### src/rtl/counter_event_monitor.sv
// Watches an upstream up/down counter: wrap pulses with a saturating wrap tally, an arm/match FSM, shadowed compare.
// Pulses register one edge after the stepped value appears; define COUNTER_EVENT_MONITOR_PWM_EN for the PWM comparator.
module counter_event_monitor #(
  parameter int N      = 4,
  parameter int WRAP_W = 8
) (
  input  logic              clk,
  input  logic              reset,
  input  logic [N-1:0]      count_in,
  input  logic              cnt_en,
  input  logic              cnt_load,
  input  logic              cnt_up_down,
  input  logic [N-1:0]      cmp_value,
  input  logic              cmp_wr,
  input  logic              arm,
  input  logic              disarm,
  input  logic              periodic,
  input  logic              clr_wrap,
  output logic              match_pulse,
  output logic              wrap_up_pulse,
  output logic              wrap_dn_pulse,
  output logic [WRAP_W-1:0] wrap_count,
  output logic              wrap_sat,
  output logic [1:0]        state,
  output logic              pwm_out
);

  typedef enum logic [1:0] {
    IDLE  = 2'd0,
    ARMED = 2'd1,
    FIRED = 2'd2
  } state_e;

  state_e            state_q, state_d;
  logic              en_q, load_q, up_q;
  logic [N-1:0]      cmp_q, cmp_d;
  logic [N-1:0]      shadow_q, shadow_d;
  logic              pend_q, pend_d;
  logic [WRAP_W-1:0] wcnt_q, wcnt_d;
  logic              wsat_q, wsat_d;
  logic              match_q, match_d;
  logic              wup_q, wdn_q;

  logic step, wrap_up, wrap_dn, wrap_evt, match;

  // Control copies are delayed one cycle so they line up with the count they produced.
  assign step     = en_q & ~load_q;
  assign wrap_up  = step & up_q & (count_in == '0);
  assign wrap_dn  = step & ~up_q & (count_in == '1);
  assign wrap_evt = wrap_up | wrap_dn;
  assign match    = (state_q == ARMED) & step & (count_in == cmp_q);

  always_comb begin
    state_d = state_q;
    match_d = match & ~disarm;
    if (disarm) begin
      state_d = IDLE;
    end else begin
      case (state_q)
        IDLE:    if (arm) state_d = ARMED;
        ARMED:   if (match && !periodic) state_d = FIRED;
        FIRED:   if (arm) state_d = ARMED;
        default: state_d = IDLE;
      endcase
    end
  end

  // A write while ARMED waits in the shadow until a wrap, so a lap never sees two compare values.
  always_comb begin
    cmp_d    = cmp_q;
    shadow_d = shadow_q;
    pend_d   = pend_q;
    if (wrap_evt && pend_q) begin
      cmp_d  = shadow_q;
      pend_d = 1'b0;
    end
    if (cmp_wr) begin
      if (state_q == ARMED) begin
        shadow_d = cmp_value;
        pend_d   = 1'b1;
      end else begin
        cmp_d  = cmp_value;
        pend_d = 1'b0;
      end
    end
  end

  always_comb begin
    wcnt_d = wcnt_q;
    wsat_d = wsat_q;
    if (clr_wrap) begin
      wcnt_d = '0;
      wsat_d = 1'b0;
    end else begin
      if (wrap_evt && (wcnt_q != '1)) wcnt_d = wcnt_q + WRAP_W'(1);
      wsat_d = wsat_q | (wcnt_d == '1);
    end
  end

  always_ff @(posedge clk) begin
    if (reset) begin
      state_q  <= IDLE;
      en_q     <= 1'b0;
      load_q   <= 1'b0;
      up_q     <= 1'b0;
      cmp_q    <= '0;
      shadow_q <= '0;
      pend_q   <= 1'b0;
      wcnt_q   <= '0;
      wsat_q   <= 1'b0;
      match_q  <= 1'b0;
      wup_q    <= 1'b0;
      wdn_q    <= 1'b0;
    end else begin
      state_q  <= state_d;
      en_q     <= cnt_en;
      load_q   <= cnt_load;
      up_q     <= cnt_up_down;
      cmp_q    <= cmp_d;
      shadow_q <= shadow_d;
      pend_q   <= pend_d;
      wcnt_q   <= wcnt_d;
      wsat_q   <= wsat_d;
      match_q  <= match_d;
      wup_q    <= wrap_up;
      wdn_q    <= wrap_dn;
    end
  end

`ifdef COUNTER_EVENT_MONITOR_PWM_EN
  logic pwm_q;

  always_ff @(posedge clk) begin
    if (reset) pwm_q <= 1'b0;
    else       pwm_q <= (count_in < cmp_q);
  end

  assign pwm_out = pwm_q;
`else
  assign pwm_out = 1'b0;
`endif

  assign match_pulse   = match_q;
  assign wrap_up_pulse = wup_q;
  assign wrap_dn_pulse = wdn_q;
  assign wrap_count    = wcnt_q;
  assign wrap_sat      = wsat_q;
  assign state         = state_q;

endmodule

### config.mk
export PLATFORM = sky130hd
export DESIGN_NAME = counter_event_monitor
export DESIGN_NICKNAME = d
export VERILOG_FILES = /design/src/rtl/counter_event_monitor.sv
export SDC_FILE = /design/constraint.sdc
export NUM_CORES = 1
export LEC_CHECK = 0
export ABC_AREA = 1
export BUFFER_PORTS_ARGS = -buffer_cell sky130_fd_sc_hd__buf_4
export CORE_MARGIN = 2
export CORE_UTILIZATION = 54
export CTS_BUF_LIST = sky130_fd_sc_hd__clkbuf_8
export CTS_CLUSTER_SIZE = 30
export DETAILED_ROUTE_END_ITERATION = 8
export PLACE_DENSITY = 0.93
export SYNTH_ARGS = -nofsm -noshare
export SYNTH_HDL_FRONTEND = slang
export SYNTH_SLANG_ARGS = --single-unit
### constraint.sdc
create_clock -name clk -period 2 [get_ports clk]
set_input_delay 0.2 -clock clk [delete_from_list [all_inputs] [get_ports clk]]
set_output_delay 0.2 -clock clk [all_outputs]
set_load 0.01 [all_outputs]
# After elaboration in Yosys (flattened, before gate mapping)
# Cells that the tools add are included.
# W data, S select, Z words.
# classes
add_sub_neg	1
n_eq_ne	8
muxes	11
bitwise_logic	13
reduce_logical	12
# ops
cell	count
$mux W8	2
$mux W4	3
$add A8 B1 Y8 const B	1
$and A1 B1 Y1	8
$eq A8 B8 Y1 const B	1
$ne A8 B8 Y1 const B	1
$reduce_or A2 Y1	3
$eq A4 B4 Y1	1
$eq A4 B4 Y1 const B	1
$logic_not A4 Y1	1
$mux W2	2
$ne A2 B1 Y1 const B	2
$pmux W2 S2	1
$reduce_and A2 Y1	2
$logic_and A1 B1 Y1	3
$mux W1	3
$not A1 Y1	3
$eq A2 B1 Y1 const B	1
$eq A2 B2 Y1 const B	1
$logic_not A2 Y1	1
$or A1 B1 Y1	2
$reduce_bool A2 Y1	1
$logic_not A1 Y1	1
# totals
ff_bits	26
inputBits	18
output_inout_bits	15

# Longest topological paths before layout
# Gate-level depths: netlist of run 1.
# logic_depth
depth_word	10
depth_mapped	12
mapped_depth_nobuf	12

# Least setup slack after synthesis of run 1
# OpenSTA, ideal clock, no wires.
# synth_timing
path_kind	register -> register
startpoint	register wcnt_q[0] (netlist: wrap_count[0])
endpoint	register wsat_q (netlist: wrap_sat)
setup_time_ps	67
t_arrival_ps	1472
setup_slack_ps	461
stages_incl_launch_ff	12
n_path_buf	0
cell_sequence	dfxtp_1 -> ha_1 -> nand2_1 -> nor2_4 -> nand2_4 -> nand2_4 -> nand2_1 -> nand2_1 -> nand2_1 -> nor2_1 -> nand2_1 -> a21oi_2
# synth_via
elab_chain_cells	6
word_cells_on_any_way	7
classes_between	add/sub (1); eq/ne (2); mux (2); bitwise (1); reduce/logical (1)
# synth_rtl
element	line_no	source
start, declared	39	logic [WRAP_W-1:0] wcnt_q, wcnt_d;
start signal, assigned	122	wcnt_q <= wcnt_d;
parallel branches: the longest is 2 deep, another holds $add A8 B1 Y8	--	
$mux W8 *	95	if (wrap_evt && (wcnt_q != '1)) wcnt_d = wcnt_q + WRAP_W'(1);
$mux W8 *	91	if (clr_wrap) begin
$eq A8 B8 Y1 *	96	wsat_d = wsat_q | (wcnt_d == '1);
$or A1 B1 Y1 *	96	
end signal, assigned	123	wsat_q <= wsat_d;
end, declared	40	logic wsat_q, wsat_d;
# Every way passes the cells marked *. The select of a mux whose other input is x is not followed.
# A chain may end at the register's enable or synchronous reset.

# Final worst setup path of run 1
# Same ends and word-level chain as after synthesis.

==> results of run 1 <==
[flip-flops by register name (all words and copies together), names as in the netlist]
| signal | cells |
|---|---|
| wrap_count | 8 |
| cmp_q | 4 |
| shadow_q | 4 |
| state | 2 |
| en_q | 1 |
| load_q | 1 |
| match_pulse | 1 |
| pend_q | 1 |
| up_q | 1 |
| wrap_dn_pulse | 1 |
| wrap_sat | 1 |
| wrap_up_pulse | 1 |
[logic make-up after synthesis]
family / count (synthesis)
and+or+nand+nor: 114
AOI/OAI and AO/OA: 28
buffers and inverters: 28
DFF: 26
xor gates and xnor gates: 1
adders and majority gates: 1
other: 1
[power by group through the flow]
| stage | clock network (mW) | registers [mW] | logic (mW) |
|---|---|---|---|
| 2_1_floorplan | 0 | 0.546 | 0.0496 |
| 3_3_place_gp | 0 | 0.546 | 0.0892 |
| 3_5_place_dp | 0 | 0.547 | 0.0912 |
| 4_1_cts | 0.435 | 0.535 | 0.0916 |
| 5_1_grt | 0.455 | 0.536 | 0.105 |
| 6_report | 0.432 | 0.535 | 0.0917 |
[final cells by class]
class / instances / area (sq um) / area share, %
multi-input combinational: 145 / 683 / 41.8
timing repair buffer: 31 / 233 / 14.3
tap: 28 / 35.0 / 2.15
clock buffer: 3 / 41.3 / 2.53
clock inverter: 1 / 30.0 / 1.84
sequential: 26 / 520 / 31.9
inverter: 24 / 90.1 / 5.52
[layer usage]
metal,global-route usage [%],share of wire (%),wire length (um)
met1,27.3,44,1250
met2,37.0,48,1360
met3,3.67,6.6,188
met4,8.97,1.5,42
met5,0,0,0
[worst max path at each step]
stage	cells past startpoint	startpoint	end	slack, ps
6_report	11	wrap_count[0]$_SDFF_PP0_	wrap_sat$_SDFF_PP0_	280
5_1_grt	11	wrap_count[0]$_SDFF_PP0_	wrap_sat$_SDFF_PP0_	130
4_1_cts	11	wrap_count[0]$_SDFF_PP0_	wrap_sat$_SDFF_PP0_	290
3_5_place_dp	11	wrap_count[0]$_SDFF_PP0_	wrap_sat$_SDFF_PP0_	380
3_3_place_gp	11	wrap_count[0]$_SDFF_PP0_	wrap_sat$_SDFF_PP0_	440
2_1_floorplan	11	wrap_count[0]$_SDFF_PP0_	wrap_sat$_SDFF_PP0_	460
[cell usage in the layout (no fill, tap or decap), drive strengths merged]
master  netlist  final
a21oi        22     22
nor4b         1      1
ha            1      1
nor4          1      1
nand3        16     16
bufinv        0      1
xor2          1      1
o21ai         4      4
buf           3     31
inv          24     24
nor3          1      1
nand3b        2      2
dfxtp        26     26
o21bai        1      1
nand4         3      3
or4           1      1
nand2        62     62
a311oi        1      1
conb          1      1
nor2         25     25
or2           2      2
clkbuf        1      3
[critical path, cell delays in order (launching register included)]
cell and delay (ps):
sky130_fd_sc_hd__dfxtp_1 400, sky130_fd_sc_hd__ha_1 220, sky130_fd_sc_hd__nand2_1 130, sky130_fd_sc_hd__nor2_4 160
sky130_fd_sc_hd__nand2_4 100, sky130_fd_sc_hd__nand2_4 120, sky130_fd_sc_hd__nand2_1 80, sky130_fd_sc_hd__nand2_1 70
sky130_fd_sc_hd__nand2_1 60, sky130_fd_sc_hd__nor2_1 120, sky130_fd_sc_hd__nand2_1 80, sky130_fd_sc_hd__a21oi_2 110
[cells in the mapped netlist, drive strengths merged]
master / count / area, sq um
ha: 1 / 12.5
o21bai: 1 / 7.51
a311oi: 1 / 8.76
nand4: 3 / 18.8
nand3: 16 / 80.1
a21oi: 22 / 114
nor4: 1 / 6.26
conb: 1 / 3.75
o21ai: 4 / 20.0
clkbuf: 1 / 3.75
nand3b: 2 / 15.0
nand2: 62 / 253
buf: 3 / 18.8
nor4b: 1 / 8.76
or4: 1 / 7.51
dfxtp: 26 / 521
inv: 24 / 90.1
xor2: 1 / 8.76
or2: 2 / 12.5
nor2: 25 / 101
nor3: 1 / 5.00
[per-stage QoR]
stage / util [%] / cells / power (mW)
floorplan: - / 199 / 0.596
global placement: 69.3 / 254 / 0.636
detailed placement: 69.3 / 254 / 0.638
CTS: 72.4 / 258 / 1.06
global route: 72.4 / 258 / 1.10
finish: 72.4 / 258 / 1.06
==> out/results.tsv, run 1 <==
stage	metric	value	unit
power	static power due to leakage	0.775	nW
place	Setup WS pre-CTS	379	ps
route	Total Wirelength	2840	um
route	final routed wire length divided by cell count	11.0	um
finish	filler cell count	176	
clock_tree	clock slew seen by the registers of the worst setup and hold paths	90	ps
logic_synthesis	Post-Synth XOR/XNOR Area	0.665	%
route	Post-route DRC	0	
sta	Final Hold Violating Endpoints	0	
floorplan	Initial Utilization	58.4	%
critical_path	crit path launch type	register	
logic_synthesis	multiplexer share of the synthesized area	0	%
clock_tree	CTS tree	done	
run	reported max-cap violation count	0	
logic_synthesis	post-synthesis cell type count	26	
place	estimated wirelength of the detail-placed design	2070	um
power	power density over the cells	648	nW/um^2
logic_synthesis	count of mapped cells out of synthesis	199	
clock_tree	number of clock sinks	26	
clock_tree	CTS max path bufs	2	
critical_path	destination of the worst register-to-register timing path	wrap_sat$_SDFF_PP0_	
logic_synthesis	sequential cell area fraction in the yosys report	39.5	%
global_route	initial antenna violation count	0	
clock_tree	clock root buffer	sky130_fd_sc_hd__clkbuf_8	
logic_synthesis	syn_nets	218	
power	P_sw	219	uW
critical_path	length in cells of the worst reg-to-reg path	11	
route	drt first-iter violations	33	
critical_path	data arrival time of the critical path	1930	ps
global_route	global routing usage summed across all routing layers	21.9	%
power	share of total power in combinational logic	8.7	%
route	number of vias in the routed layout	1353	
critical_path	worst reg2reg setup slack	280	ps
clock_tree	H-tree levels	1	
hold_path	Hold Path Origin	cnt_en	
logic_synthesis	largest family of logic cells by synthesized area	simple AND/OR/NAND/NOR gates	
place	GP Congestion	0.857	
place	DP Area	1560	sq um
power	maximum ir drop on the vdd rail	466	uV
logic_synthesis	post-synthesis register bit count	26	
floorplan	core footprint	2250	sq um
clock_tree	post-cts hold buffer count	0	
sta	worst setup margin	277	ps
logic_synthesis	netlist area before placement	1320	sq um
logic_synthesis	syn_area_per_cell	6.61	sq um
hold_path	number of cells traversed by the worst hold path	3	
floorplan	I/O pin cnt	33	
sta	Slew HR	66.1	%
critical_path	Setup crit end kind	register	
clock_tree	TritonCTS Buffers	3	
route	number of nets still failing antenna checks after routing	0	
place	count of port buffers added during placement	31	
clock_tree	number of gates resized after cts	0	
status	run status	complete, no violations	
power	sequential cell fraction of total power	50.5	%
finish	synthesis-to-layout area growth	24.0	%
floorplan	floorplan row count	17	
sta	final setup fails	0	
sta	setup repair after global routing missed its margin	false	
critical_path	Crit path required time	2210	ps
critical_path	startpoint of the worst-slack reg-to-reg timing path	wrap_count[0]$_SDFF_PP0_	
logic_synthesis	number of warnings issued by yosys	0	
sta	final critical delay including setup and external delays	1720	ps
clock_tree	Skew-Pair Late Insertion Delay	270	ps
floorplan	full die area	2850	sq um
logic_synthesis	Synth Area in Compound Gates	11.4	%
global_route	total global routing overflow	0	
global_route	global-route wire length before repair	4620	um
finish	Final Net Count	250	
floorplan	die span in y	53.4	um
sta	final clock period utilization by the worst path	86.2	%
finish	share of post-route cells with drive strength above 1	18.7	%
finish	diodes inserted	0	
route	via-per-instance ratio	5.24	
hold_path	type of the worst min-delay path	input port to register	
critical_path	critical path fanouts, max	9	
finish	final instance area	1630	sq um
power	Switching Share	20.7	%
logic_synthesis	Simple-Gate Fraction of Synth Area	38.6	%
global_route	pin count of the biggest net entering global routing	17	
sta	maximum operating frequency	580	MHz
power	relative contribution of the clock network to total power	40.8	%
clock_tree	Post-CTS Setup Bufs	0	
sta	setup TNS after final layout	0	ps
hold_path	worst hold endpoint	en_q$_SDFF_PP0_	
sta	transition at the pin with the smallest max-transition slack	506	ps
route	drt pass-1 iters	4	
sta	max-slew violation total from the final report	0	
power	internal power of the cells	839	uW
global_route	number of global-route vias before repair	1159	
logic_synthesis	share of synthesized cell area in full adder, half adder and majority cells	0.951	%
sta	clock tree skew after final layout	4.98	ps
sta	minimum hold slack	123	ps
floorplan	overall die width	53.4	um
critical_path	startpoint-to-endpoint class of the critical path	register to register	
Power figures use the tool's default switching activity.
==> run 2, diff against run 1 <==
--- a/config.mk
+++ b/config.mk
@@ -8,4 +8,5 @@
 export ABC_AREA = 1
+export ABC_CLOCK_PERIOD_IN_PS = 2000
 export BUFFER_PORTS_ARGS = -buffer_cell sky130_fd_sc_hd__buf_4
-export CORE_MARGIN = 2
+export CORE_MARGIN = 5
 export CORE_UTILIZATION = 54
--- a/constraint.sdc
+++ b/constraint.sdc
@@ -3,2 +3,2 @@
 set_output_delay 0.2 -clock clk [all_outputs]
-set_load 0.01 [all_outputs]
+set_load 0.02 [all_outputs]
==> out/results.tsv, run 2 (synthesized netlist as in run 1, its figures left out) <==
stage	metric	value	unit	change
status	run status	complete, no violations		
floorplan	Initial Utilization	57.8	%	-0.55 points
sta	Final Hold Violating Endpoints	0		unchanged
floorplan	die span in y	59.4	um	+11%
run	reported max-cap violation count	0		unchanged
floorplan	floorplan row count	17		unchanged
floorplan	I/O pin cnt	33		unchanged
sta	worst setup margin	282	ps	+5.25 ps
finish	Final Net Count	250		unchanged
critical_path	length in cells of the worst reg-to-reg path	11		unchanged
place	GP Congestion	0.932		+8.8%
place	estimated wirelength of the detail-placed design	2160	um	+3.9%
finish	share of post-route cells with drive strength above 1	18.7	%	unchanged
power	maximum ir drop on the vdd rail	557	uV	+20%
global_route	number of global-route vias before repair	1158		-0.086%
critical_path	Crit path required time	2210	ps	about the same
sta	setup TNS after final layout	0	ps	unchanged
global_route	global routing usage summed across all routing layers	18.5	%	-3.4 points
critical_path	worst reg2reg setup slack	280	ps	about the same
clock_tree	CTS tree	done		
clock_tree	number of clock sinks	26		unchanged
critical_path	data arrival time of the critical path	1930	ps	about the same
sta	final critical delay including setup and external delays	1720	ps	-5.25 ps
clock_tree	clock slew seen by the registers of the worst setup and hold paths	90	ps	about the same
clock_tree	TritonCTS Buffers	3		unchanged
power	static power due to leakage	0.775	nW	unchanged
sta	Slew HR	62.9	%	-3.2 points
global_route	total global routing overflow	0		unchanged
floorplan	overall die width	59.4	um	+11%
finish	commonest cells after routing, fill and taps aside	58 x sky130_fd_sc_hd__nand2_1, 31 x sky130_fd_sc_hd__buf_4, 26 x sky130_fd_sc_hd__dfxtp_1		
route	number of vias in the routed layout	1324		-2.1%
sta	transition at the pin with the smallest max-transition slack	554	ps	+48.4 ps
hold_path	Hold Path Origin	cnt_en		
hold_path	number of cells traversed by the worst hold path	3		unchanged
clock_tree	Post-CTS Setup Bufs	0		unchanged
route	number of nets still failing antenna checks after routing	0		unchanged
clock_tree	Skew-Pair Late Insertion Delay	270	ps	about the same
critical_path	critical path fanouts, max	9		unchanged
route	Post-route DRC	0		unchanged
sta	final clock period utilization by the worst path	85.9	%	-0.26 points
hold_path	type of the worst min-delay path	input port to register		
route	drt first-iter violations	82		+150%
clock_tree	clock root buffer	sky130_fd_sc_hd__clkbuf_8		
global_route	pin count of the biggest net entering global routing	17		unchanged
route	via-per-instance ratio	5.13		-2.1%
critical_path	Setup crit end kind	register		
power	power density over the cells	651	nW/um^2	+0.37%
finish	most common cell after layout, fill and taps aside	sky130_fd_sc_hd__nand2_1		
global_route	global-route wire length before repair	4970	um	+7.6%
sta	setup repair after global routing missed its margin	false		
sta	maximum operating frequency	582	MHz	+0.31%
critical_path	startpoint-to-endpoint class of the critical path	register to register		
sta	clock tree skew after final layout	2.35	ps	-2.63 ps
clock_tree	number of gates resized after cts	0		unchanged
global_route	initial antenna violation count	0		unchanged
finish	Largest register FFs	8		unchanged
route	final routed wire length divided by cell count	11.5	um	+4.0%
hold_path	worst hold endpoint	en_q$_SDFF_PP0_		
critical_path	startpoint of the worst-slack reg-to-reg timing path	wrap_count[0]$_SDFF_PP0_		
finish	synthesis-to-layout area growth	24.0	%	unchanged
route	drt pass-1 iters	4		unchanged
clock_tree	post-cts hold buffer count	0		unchanged
clock_tree	CTS max path bufs	2		unchanged
sta	max-slew violation total from the final report	0		unchanged
floorplan	core footprint	2280	sq um	+0.94%
critical_path	crit path launch type	register		
place	count of port buffers added during placement	31		unchanged
sta	final setup fails	0		unchanged
place	Setup WS pre-CTS	373	ps	-5.65 ps
clock_tree	H-tree levels	1		unchanged
finish	diodes inserted	0		unchanged
floorplan	full die area	3520	sq um	+24%
critical_path	destination of the worst register-to-register timing path	wrap_sat$_SDFF_PP0_		
route	Total Wirelength	2960	um	+4.0%
run 2: cell counts in the layout (fill, tap and decap cells not counted):
Identical to the previous run, type by type.
run 2: through the flow:
stage	hold slack (ps)	util [%]	cells	cell area (sq um)	power, mW
detailed placement	413	68.6	254	1560	0.639
global placement	405	68.6	254	1560	0.637
floorplan	269	-	199	1320	0.598
finish	127	71.7	258	1630	1.06
CTS	122	71.7	258	1630	1.07
global route	118	71.7	258	1630	1.11
run 2: worst max-delay path by stage:
stage                             startpoint                   to  depth (start not counted)
floorplan           wrap_count[0]$_SDFF_PP0_  wrap_sat$_SDFF_PP0_                         11
global placement    wrap_count[0]$_SDFF_PP0_  wrap_sat$_SDFF_PP0_                         11
detailed placement  wrap_count[0]$_SDFF_PP0_  wrap_sat$_SDFF_PP0_                         11
CTS                 wrap_count[0]$_SDFF_PP0_  wrap_sat$_SDFF_PP0_                         11
global route        wrap_count[0]$_SDFF_PP0_  wrap_sat$_SDFF_PP0_                         11
finish              wrap_count[0]$_SDFF_PP0_  wrap_sat$_SDFF_PP0_                         11
run 2: metal layers:
metal  part of all wire, %  track usage, %  vias up  routed length, um
met5                     0               0        -                  0
met2                    45            27.5       44               1320
met4                   2.7            10.0        0                 79
met3                   6.6            3.70       10                196
met1                    46            25.0      575               1360
li1                      -               -      695                  -
run 2: worst max-delay path, cell delays in order (launching register included):
cell and delay, ps:
sky130_fd_sc_hd__dfxtp_1 420, sky130_fd_sc_hd__ha_1 210, sky130_fd_sc_hd__nand2_1 120, sky130_fd_sc_hd__nor2_4 160
sky130_fd_sc_hd__nand2_4 110, sky130_fd_sc_hd__nand2_4 120, sky130_fd_sc_hd__nand2_1 100, sky130_fd_sc_hd__nand2_1 80
sky130_fd_sc_hd__nand2_1 50, sky130_fd_sc_hd__nor2_1 90, sky130_fd_sc_hd__nand2_1 80, sky130_fd_sc_hd__a21oi_2 110
run 2: area by class of cell:
type                            instances  area [sq um]
Clock inverter                          1          30.0
Multi-Input combinational cell        145           683
Clock buffer                            3          41.3
Timing Repair Buffer                   31           233
Sequential cell                        26           520
Inverter                               24          90.1
Tap cell                               28          35.0
Fill cell                             198           643
run 2: where the power goes:
| part | switching [mW] | internal [mW] |
|---|---|---|
| registers | 0.00535 | 0.529 |
| logic | 0.0513 | 0.0421 |
| clock network | 0.167 | 0.268 |
